File: config.mk
export PLATFORM = sky130hd
export DESIGN_NAME = m68k_bus_fsm_flat
export DESIGN_NICKNAME = d
export VERILOG_FILES = /design/src/rtl/m68k_bus_pkg.sv /design/src/rtl/m68k_bus_fsm_if.sv /design/src/rtl/bus_wait_timer.sv /design/src/rtl/m68k_bus_fsm.sv /design/src/flat_wrapper.sv
export SDC_FILE = /design/constraint.sdc
export NUM_CORES = 1
export LEC_CHECK = 0
export ABC_AREA = 1
export CELL_PAD_IN_SITES_DETAIL_PLACEMENT = 1
export CELL_PAD_IN_SITES_GLOBAL_PLACEMENT = 2
export CORE_ASPECT_RATIO = 1.25
export CORE_MARGIN = 2
export CORE_UTILIZATION = 25
export CTS_BUF_LIST = sky130_fd_sc_hd__clkbuf_8
export DETAILED_ROUTE_END_ITERATION = 10
export GPL_ROUTABILITY_DRIVEN = 1
export PLACE_DENSITY = 0.82
export REMOVE_ABC_BUFFERS = 1
export SETUP_SLACK_MARGIN = 0.05
export SLEW_MARGIN = 5
export SYNTH_ARGS = -nofsm -noshare
export SYNTH_HDL_FRONTEND = slang
export SYNTH_SLANG_ARGS = --single-unit
File: constraint.sdc
create_clock -name SYSCLK -period 3.1 [get_ports SYSCLK]
set_input_delay 0.62 -clock SYSCLK [delete_from_list [all_inputs] [get_ports SYSCLK]]
set_output_delay 0.62 -clock SYSCLK [all_outputs]
set_load 0.01 [all_outputs]
File: src/rtl/m68k_bus_pkg.sv
// Shared types, sizes and strobe idle levels for the 68000 bus-cycle sequencer.
package m68k_bus_pkg;

  localparam int unsigned ADDR_W           = 23;
  localparam int unsigned DATA_W           = 16;
  localparam int unsigned BE_W             = 2;
  localparam int unsigned WAIT_TIMEOUT_DEF = 255;
  localparam int unsigned TMO_W_DEF        = 8;

  typedef enum logic [2:0] {
    ST_IDLE   = 3'd0,
    ST_ADDR   = 3'd1,
    ST_ASSERT = 3'd2,
    ST_WAIT   = 3'd3,
    ST_LATCH  = 3'd4,
    ST_TERM   = 3'd5
  } bus_state_e;

  // Request attributes that steer strobes for the whole cycle
  typedef struct packed {
    logic            rw;
    logic [BE_W-1:0] be;
  } bus_ctl_t;

  typedef struct packed {
    logic as_n;
    logic uds_n;
    logic lds_n;
    logic doe;
  } strobe_t;

  localparam strobe_t STROBES_IDLE = '{as_n: 1'b1, uds_n: 1'b1, lds_n: 1'b1, doe: 1'b0};

  // Strobe levels for a given state; writes hold DS off until WAIT so data settles first
  function automatic strobe_t strobes_for(bus_state_e st, logic rw, logic [BE_W-1:0] be);
    strobe_t s;
    s = STROBES_IDLE;
    case (st)
      ST_ASSERT: begin
        s.as_n = 1'b0;
        s.doe  = ~rw;
        if (rw) {s.uds_n, s.lds_n} = ~be;
      end
      ST_WAIT, ST_LATCH: begin
        s.as_n             = 1'b0;
        s.doe              = ~rw;
        {s.uds_n, s.lds_n} = ~be;
      end
      default: ;
    endcase
    return s;
  endfunction

endpackage

File: src/rtl/m68k_bus_fsm_if.sv
// Request/response handshake plus 68000 bus pins between the sequencer and its environment.
interface m68k_bus_fsm_if;
  import m68k_bus_pkg::*;

  logic              REQ_VALID;
  logic              REQ_READY;
  logic              REQ_RW;
  logic [ADDR_W-1:0] REQ_ADDR;
  logic [BE_W-1:0]   REQ_BE;
  logic [DATA_W-1:0] REQ_WDATA;
  logic              RESP_VALID;
  logic              RESP_ERR;
  logic [DATA_W-1:0] RESP_RDATA;
  logic [ADDR_W-1:0] BUS_ADDR;
  logic              BUS_RW;
  logic              BUS_AS_N;
  logic              BUS_UDS_N;
  logic              BUS_LDS_N;
  logic [DATA_W-1:0] BUS_DOUT;
  logic              BUS_DOE;
  logic [DATA_W-1:0] BUS_DIN;

  modport master (
    input  REQ_VALID, REQ_RW, REQ_ADDR, REQ_BE, REQ_WDATA, BUS_DIN,
    output REQ_READY, RESP_VALID, RESP_ERR, RESP_RDATA,
           BUS_ADDR, BUS_RW, BUS_AS_N, BUS_UDS_N, BUS_LDS_N, BUS_DOUT, BUS_DOE
  );

  modport slave (
    output REQ_VALID, REQ_RW, REQ_ADDR, REQ_BE, REQ_WDATA, BUS_DIN,
    input  REQ_READY, RESP_VALID, RESP_ERR, RESP_RDATA,
           BUS_ADDR, BUS_RW, BUS_AS_N, BUS_UDS_N, BUS_LDS_N, BUS_DOUT, BUS_DOE
  );

endinterface

File: src/rtl/bus_wait_timer.sv
// Saturating count of MCCLK falling edges spent waiting for DTACK.
module bus_wait_timer #(
  parameter int unsigned LIMIT = 255,
  parameter int unsigned W     = 8
) (
  input  logic clk,
  input  logic rst,
  input  logic clr,
  input  logic inc,
  output logic expire_c
);

  logic [W-1:0] cnt_q, cnt_d;
  logic [W:0]   cnt_next;

  always_comb begin
    cnt_d = cnt_q;
    if (clr) begin
      cnt_d = '0;
    end else if (inc && (cnt_q != '1)) begin
      cnt_d = cnt_q + W'(1);
    end
  end

  // Asserted when the pending increment would reach the limit
  assign cnt_next = {1'b0, cnt_q} + (W+1)'(1);
  assign expire_c = (cnt_next >= (W+1)'(LIMIT));

  always_ff @(negedge clk) begin
    if (rst) cnt_q <= '0;
    else     cnt_q <= cnt_d;
  end

endmodule

File: src/rtl/m68k_bus_fsm.sv
// 68000 bus-cycle sequencer: turns one request into an AS/DS/DTACK cycle paced by MCCLK falling edges.
module m68k_bus_fsm
  import m68k_bus_pkg::*;
#(
  parameter int unsigned WAIT_TIMEOUT = WAIT_TIMEOUT_DEF,
  parameter int unsigned TMO_W        = TMO_W_DEF
) (
  input  logic                  SYSCLK,
  input  logic                  RESET,
  input  logic                  MCCLK_FALLING,
  input  logic                  DTACK_LATCH,
  m68k_bus_fsm_if.master        bus
);

  bus_state_e        state_q, state_d;
  bus_ctl_t          ctl_q, ctl_d;
  strobe_t           strobe_q, strobe_d;
  logic              req_ready_q, req_ready_d;
  logic              resp_valid_q, resp_valid_d;
  logic              resp_err_q, resp_err_d;
  logic [DATA_W-1:0] rdata_q, rdata_d;
  logic [ADDR_W-1:0] bus_addr_q, bus_addr_d;
  logic [DATA_W-1:0] bus_dout_q, bus_dout_d;
  logic              bus_rw_q, bus_rw_d;
  logic              dtack_seen_q, dtack_seen_d;
  logic              err_q, err_d;
  logic              tmr_clr, tmr_inc, tmr_expire_c;

  bus_wait_timer #(.LIMIT(WAIT_TIMEOUT), .W(TMO_W)) u_wait_timer (
    .clk      (SYSCLK),
    .rst      (RESET),
    .clr      (tmr_clr),
    .inc      (tmr_inc),
    .expire_c (tmr_expire_c)
  );

  always_comb begin
    state_d      = state_q;
    ctl_d        = ctl_q;
    rdata_d      = rdata_q;
    bus_addr_d   = bus_addr_q;
    bus_dout_d   = bus_dout_q;
    bus_rw_d     = bus_rw_q;
    dtack_seen_d = dtack_seen_q;
    err_d        = err_q;
    resp_valid_d = 1'b0;
    resp_err_d   = 1'b0;
    tmr_clr      = 1'b0;
    tmr_inc      = 1'b0;

    case (state_q)
      ST_IDLE: begin
        if (bus.REQ_VALID && req_ready_q) begin
          ctl_d        = '{rw: bus.REQ_RW, be: bus.REQ_BE};
          bus_addr_d   = bus.REQ_ADDR;
          bus_rw_d     = bus.REQ_RW;
          bus_dout_d   = bus.REQ_WDATA;
          dtack_seen_d = 1'b0;
          err_d        = 1'b0;
          tmr_clr      = 1'b1;
          state_d      = ST_ADDR;
        end
      end
      ST_ADDR: begin
        if (MCCLK_FALLING) state_d = ST_ASSERT;
      end
      ST_ASSERT: begin
        if (DTACK_LATCH)   dtack_seen_d = 1'b1;
        if (MCCLK_FALLING) state_d = ST_WAIT;
      end
      ST_WAIT: begin
        if (DTACK_LATCH) dtack_seen_d = 1'b1;
        // A DTACK strobe landing on the same edge still ends the wait
        if (MCCLK_FALLING) begin
          if (dtack_seen_q || DTACK_LATCH) begin
            state_d = ST_LATCH;
          end else begin
            tmr_inc = 1'b1;
            if (tmr_expire_c) begin
              err_d   = 1'b1;
              state_d = ST_TERM;
            end
          end
        end
      end
      ST_LATCH: begin
        if (MCCLK_FALLING) begin
          if (ctl_q.rw) rdata_d = bus.BUS_DIN;
          state_d = ST_TERM;
        end
      end
      ST_TERM: begin
        if (MCCLK_FALLING) begin
          resp_valid_d = 1'b1;
          resp_err_d   = err_q;
          bus_rw_d     = 1'b1;
          state_d      = ST_IDLE;
        end
      end
      default: state_d = ST_IDLE;
    endcase

    // Registered outputs follow the state being entered
    strobe_d    = strobes_for(state_d, ctl_d.rw, ctl_d.be);
    req_ready_d = (state_d == ST_IDLE);
  end

  always_ff @(negedge SYSCLK) begin
    if (RESET) begin
      state_q      <= ST_IDLE;
      ctl_q        <= '{rw: 1'b1, be: '0};
      strobe_q     <= STROBES_IDLE;
      req_ready_q  <= 1'b1;
      resp_valid_q <= 1'b0;
      resp_err_q   <= 1'b0;
      rdata_q      <= '0;
      bus_addr_q   <= '0;
      bus_dout_q   <= '0;
      bus_rw_q     <= 1'b1;
      dtack_seen_q <= 1'b0;
      err_q        <= 1'b0;
    end else begin
      state_q      <= state_d;
      ctl_q        <= ctl_d;
      strobe_q     <= strobe_d;
      req_ready_q  <= req_ready_d;
      resp_valid_q <= resp_valid_d;
      resp_err_q   <= resp_err_d;
      rdata_q      <= rdata_d;
      bus_addr_q   <= bus_addr_d;
      bus_dout_q   <= bus_dout_d;
      bus_rw_q     <= bus_rw_d;
      dtack_seen_q <= dtack_seen_d;
      err_q        <= err_d;
    end
  end

  assign bus.REQ_READY  = req_ready_q;
  assign bus.RESP_VALID = resp_valid_q;
  assign bus.RESP_ERR   = resp_err_q;
  assign bus.RESP_RDATA = rdata_q;
  assign bus.BUS_ADDR   = bus_addr_q;
  assign bus.BUS_RW     = bus_rw_q;
  assign bus.BUS_AS_N   = strobe_q.as_n;
  assign bus.BUS_UDS_N  = strobe_q.uds_n;
  assign bus.BUS_LDS_N  = strobe_q.lds_n;
  assign bus.BUS_DOE    = strobe_q.doe;
  assign bus.BUS_DOUT   = bus_dout_q;

endmodule

File: src/flat_wrapper.sv
// flat-port wrapper written by rule: the top's interface ports become plain ports
module m68k_bus_fsm_flat import m68k_bus_pkg::*;
#(
  parameter int unsigned WAIT_TIMEOUT = WAIT_TIMEOUT_DEF,
  parameter int unsigned TMO_W        = TMO_W_DEF
)
  (SYSCLK, RESET, MCCLK_FALLING, DTACK_LATCH, bus_REQ_VALID, bus_REQ_RW, bus_REQ_ADDR, bus_REQ_BE, bus_REQ_WDATA, bus_BUS_DIN, bus_REQ_READY, bus_RESP_VALID, bus_RESP_ERR, bus_RESP_RDATA, bus_BUS_ADDR, bus_BUS_RW, bus_BUS_AS_N, bus_BUS_UDS_N, bus_BUS_LDS_N, bus_BUS_DOUT, bus_BUS_DOE);
  m68k_bus_fsm_if bus_i ();
  input  logic SYSCLK;
  input  logic RESET;
  input  logic MCCLK_FALLING;
  input  logic DTACK_LATCH;
  input wire logic [$bits(bus_i.REQ_VALID)-1:0] bus_REQ_VALID;
  input wire logic [$bits(bus_i.REQ_RW)-1:0] bus_REQ_RW;
  input wire logic [$bits(bus_i.REQ_ADDR)-1:0] bus_REQ_ADDR;
  input wire logic [$bits(bus_i.REQ_BE)-1:0] bus_REQ_BE;
  input wire logic [$bits(bus_i.REQ_WDATA)-1:0] bus_REQ_WDATA;
  input wire logic [$bits(bus_i.BUS_DIN)-1:0] bus_BUS_DIN;
  output wire logic [$bits(bus_i.REQ_READY)-1:0] bus_REQ_READY;
  output wire logic [$bits(bus_i.RESP_VALID)-1:0] bus_RESP_VALID;
  output wire logic [$bits(bus_i.RESP_ERR)-1:0] bus_RESP_ERR;
  output wire logic [$bits(bus_i.RESP_RDATA)-1:0] bus_RESP_RDATA;
  output wire logic [$bits(bus_i.BUS_ADDR)-1:0] bus_BUS_ADDR;
  output wire logic [$bits(bus_i.BUS_RW)-1:0] bus_BUS_RW;
  output wire logic [$bits(bus_i.BUS_AS_N)-1:0] bus_BUS_AS_N;
  output wire logic [$bits(bus_i.BUS_UDS_N)-1:0] bus_BUS_UDS_N;
  output wire logic [$bits(bus_i.BUS_LDS_N)-1:0] bus_BUS_LDS_N;
  output wire logic [$bits(bus_i.BUS_DOUT)-1:0] bus_BUS_DOUT;
  output wire logic [$bits(bus_i.BUS_DOE)-1:0] bus_BUS_DOE;
  assign bus_i.REQ_VALID = bus_REQ_VALID;
  assign bus_i.REQ_RW = bus_REQ_RW;
  assign bus_i.REQ_ADDR = bus_REQ_ADDR;
  assign bus_i.REQ_BE = bus_REQ_BE;
  assign bus_i.REQ_WDATA = bus_REQ_WDATA;
  assign bus_i.BUS_DIN = bus_BUS_DIN;
  assign bus_REQ_READY = bus_i.REQ_READY;
  assign bus_RESP_VALID = bus_i.RESP_VALID;
  assign bus_RESP_ERR = bus_i.RESP_ERR;
  assign bus_RESP_RDATA = bus_i.RESP_RDATA;
  assign bus_BUS_ADDR = bus_i.BUS_ADDR;
  assign bus_BUS_RW = bus_i.BUS_RW;
  assign bus_BUS_AS_N = bus_i.BUS_AS_N;
  assign bus_BUS_UDS_N = bus_i.BUS_UDS_N;
  assign bus_BUS_LDS_N = bus_i.BUS_LDS_N;
  assign bus_BUS_DOUT = bus_i.BUS_DOUT;
  assign bus_BUS_DOE = bus_i.BUS_DOE;
  m68k_bus_fsm #(.WAIT_TIMEOUT(WAIT_TIMEOUT), .TMO_W(TMO_W)) u_core (.SYSCLK(SYSCLK), .RESET(RESET), .MCCLK_FALLING(MCCLK_FALLING), .DTACK_LATCH(DTACK_LATCH), .bus(bus_i));
endmodule
=== Word level (Yosys, flattened, before mapping) ===
Cells that the tools add are included.

* Latch bits: 0
* Bits in registers: 79
* Memories kept: 0
* ROM bits: 0
* RAM bits: 0
* Output and inout port bits: 63

* Multiply operators: 0
* Reduce and logical (&&, ||, !) cells: 18
* Bitwise logic cells: 4
* Shift operators: 0
* $lt $le $gt $ge: 1
* Equality and inequality tests: 15
* Muxes and demuxes: 29
* Add/subtract/negate cells: 2
* Div/mod/pow operators: 0

{| class="wikitable"
|+ Operator list
! kind !! count
|-
| 3-bit 2-to-1 mux || 10
|-
| 3-bit one-hot mux with 6 select lines || 1
|-
| 1-bit 2-to-1 mux || 13
|-
| 3-bit by 2-bit == test with 1-bit output (second input constant) || 4
|-
| 8-bit by 1-bit adder with 9-bit output (second input constant) || 1
|-
| 3-bit == test (second input constant) || 3
|-
| 9-bit by 8-bit greater-or-equal comparator with 1-bit output (second input constant) || 1
|-
| 3-bit AND reduction || 3
|-
| 8-bit by 1-bit adder with 8-bit output (second input constant) || 1
|-
| 8-bit inequality test (second input constant) || 1
|-
| 4-bit one-hot mux with 2 select lines || 1
|-
| 2-bit OR reduction || 4
|-
| 3-bit zero test || 2
|-
| 2-bit by 1-bit inequality test with 1-bit output (second input constant) || 3
|-
| 2-bit inequality test (second input constant) || 3
|-
| 1-bit one-hot mux with 2 select lines || 3
|-
| 2-bit nonzero test || 3
|-
| 5-bit AND reduction || 1
|-
| 3-bit by 1-bit == test with 1-bit output (second input constant) || 1
|-
| 1-bit inverter || 3
|-
| 3-bit OR reduction || 1
|-
| 1-bit logical AND || 2
|-
| 2-bit 2-to-1 mux || 1
|-
| 2-bit inverter || 1
|-
| other kinds (2) || 2
|}

=== Longest topological paths before layout ===
* Depth after elaboration: 9
* Mapped depth: 15

=== Modules after synthesis ===
Synthesis repeated with hierarchy kept, for this count alone.

* Cells, all modules: 421
* Area total of the unflattened synthesis: 3164.3 um^2

{| class="wikitable"
|+ By module, submodules not included
! module !! cells each !! sequential area each (um^2) !! times used !! area an instance (um^2)
|-
| m68k_bus_fsm || 337 || 1421.4 || 1 || 2610.0
|-
| bus_wait_timer || 84 || 160.2 || 1 || 554.3
|}

==> results.cfg <==
[outcome]
status = finished clean

[logic_synthesis]
yosys.area.top_type = dfxtp_1
synth_flop_cell = dfxtp_1
seq_area_frac_synth_pct = 51.5
synth_commonest_cells = 102 x nor2_1, 79 x dfxtp_1, 55 x nand2_1
ys_ff_latch = 79
synth.area.top_cells = dfxtp_1 52%, nor2_1 12%, o21ai_0 7.0%
synth_top_area_share_pct = 51.5
syn_area_mm2 = 0.00307
ys.warnings.count = 0
synth_most_common_cell = nor2_1
yosysUniqueCellTypes = 30
syn_area_per_cell_um2 = 7.48
synthCells = 410
async_flop_share_pct = 0
synth_edf_count = 0

[detailed_routing]
vias = 3605
wl_met2_um = 5740
first_pass_iters = 5
top_layer = met4
viasPerCell = 4.47
routed_wl_um = 10900
drc = 0
antenna_left = 0
wire_per_inst_um = 13.5
wl_met1_um = 3970
first_iter_violations = 76
wl_met3_um = 993

[worst_setup_path]
worst_setup_path_end_kind = primary output
crit_path_max_fanout = 2
path_cells = buf_4
worstSetupPathType = flop to primary output
slowest_stage = dfxtp_2
crit_path_start_kind = flop
arrival_ns = 2.42
crit_buf_inv = 1
max_stage_delay_ns = 0.32
path_delay_family = flip-flops
cp.required_ns = 2.48

[floorplanning]
die-height_um = 128
die_area_mm2 = 0.0132
core_mm2 = 0.0120
start_util_pct = 25.5
fp.dieW_um = 103
num_rows = 45
io_pins = 126

[global_route]
grt_pass1_wl_um = 17600
grt_overflow = 0
grt_max_degree = 23
grt_pass1_vias = 4062
gr-usage-all-layers_pct = 16.8
antenna_found_initial = 0

[timing]
rsz0062_at_grt = yes
slew_viol_final = 0
tightestPinTransition_ns = 0.705
relSlewSlack_pct = 52.9
fin_skew_ns = 0.0267
setup_violations = 0
fin_tns_setup_ns = 0
hold_viol = 0

[finish]
seqCellArea_mm2 = 0.00165
n_antenna_cell = 0
nets = 703
nFillCells = 1535
area_growth_syn_to_layout_pct = 72.4
layout-drive-gt1-share_pct = 31.6
post-route-util_pct = 43.9
stdcell_count = 807
multiInputGateArea_mm2 = 0.00135

[power]
power.total_w = 0.00316
power_density_mw_per_mm2 = 598
ir_drop_v = 0.000253
leakage_nw = 2.48

[clocking]
cts-root-buf = clkbuf_8
cts-buffers-inserted = 9
clk_path_buf_depth = 2
htree_levels = 3
path_clk_slew_ns = 0.05
tritoncts = done
clock_sinks = 79
clock_latency_ns = 0.41

[placed_design]
portBuffers = 125
place.gp.congestion = 0.793
place_hpwl_um = 7300
dp_cells = 703

[job]
maxCapViolCount = 0

[min_path]
min_path_type = flop to flop
[placed cells by master, fill, tap and decap left out, drive strengths merged]
master	count
nor2	105
inv	105
buf	97
dfxtp	79
nand2	62
clkdlybuf4s50	59
o21ai	46
nand3	29
a21oi	25
clkbuf	9
a211oi	3
clkinvlp	3
dlygate4sd2	3
nand4	3
a21boi	2
ha	2
clkinv	2
nor3	2
and3	1
o31ai	1
a31oi	1
a21o	1
and2	1
o2111ai	1
bufinv	1
[cell type report]
type | count | share of cell area [%]
clock buffers | 9 | 2.34
clock inverters | 86 | 6.95
inverters | 25 | 1.84
repair buffers | 159 | 28.2
well taps | 164 | 3.88
multi-input cells | 285 | 25.5
flip-flops and latches | 79 | 31.2
[registers in the layout, indices dropped and copies added, names as in the netlist]
name / count
u_core.err_q: 1
u_core.state_q: 3
u_core.bus.REQ_READY: 1
u_core.dtack_seen_q: 1
u_core.bus.BUS_AS_N: 1
u_core.bus.BUS_UDS_N: 1
u_core.bus.RESP_RDATA: 16
u_core.bus.BUS_DOUT: 16
u_core.ctl_q: 3
u_core.bus.RESP_ERR: 1
u_core.bus.BUS_ADDR: 23
u_core.bus.BUS_LDS_N: 1
u_core.bus.BUS_DOE: 1
u_core.bus.BUS_RW: 1
u_core.u_wait_timer.cnt_q: 8
u_core.bus.RESP_VALID: 1
[through the flow]
stage / hold slack [ns] / cell area, µm² / setup WS [ns]
floorplan: 0.421 / 2990 / -0.772
global placement: 0.435 / 4640 / -0.493
detailed placement: 0.446 / 4640 / -0.573
CTS: 0.450 / 4960 / 0.0176
global route: 0.454 / 5290 / 0.0168
finish: 0.445 / 5290 / 0.0565
[cell families (layout without fill, tap and decap cells)]
kind of cell / Yosys count / count (layout) / share of synthesized area, %
buffers and inverters: 46 / 279 / 5.83
and+or+nand+nor: 203 / 203 / 28.0
adders and majority gates: 2 / 2 / 0.816
DFF: 79 / 79 / 51.5
AOI/OAI and AO/OA: 80 / 80 / 13.8
[repair_timing]
action / CTS / global route
hold buffers: 0 / 0
pin swaps: 8 / 0
resized for setup: 316 / 79
buffers inserted: 7 / 3
setup endpoints to repair: 128 / 59
[power by group]
| part | leakage, nW | internal [W] | switching [W] |
|---|---|---|---|
| combinational | 1.30 | 0.000371 | 0.000347 |
| sequential | 0.665 | 0.00115 | 0.0000800 |
| clock | 0.515 | 0.000508 | 0.000711 |
| total | 2.48 | 0.00203 | 0.00114 |
[metal layers]
metal  vias up  GRT usage, %
met5         -             0
met1      1679          15.4
met3        19          9.00
met2       124          29.0
li1       1783             -
met4         0          9.75
[worst paths after layout]
kind / cells past startpoint / slack (ns) / from / to
setup / recovery: 1 / 0.06 / u_core.bus.REQ_READY$_SDFF_NP1_ / bus_REQ_READY
hold / removal: 2 / 0.45 / u_core.err_q$_SDFFE_NP0P_ / u_core.bus.RESP_ERR$_SDFF_NP0_
setup reg to reg: 15 / 1.14 / u_core.u_wait_timer.cnt_q[0]$_SDFFE_NP0P_ / u_core.bus.REQ_READY$_SDFF_NP1_
hold reg to reg: 2 / 0.45 / u_core.err_q$_SDFFE_NP0P_ / u_core.bus.RESP_ERR$_SDFF_NP0_
Note: power is estimated with default switching activity, not from simulation.
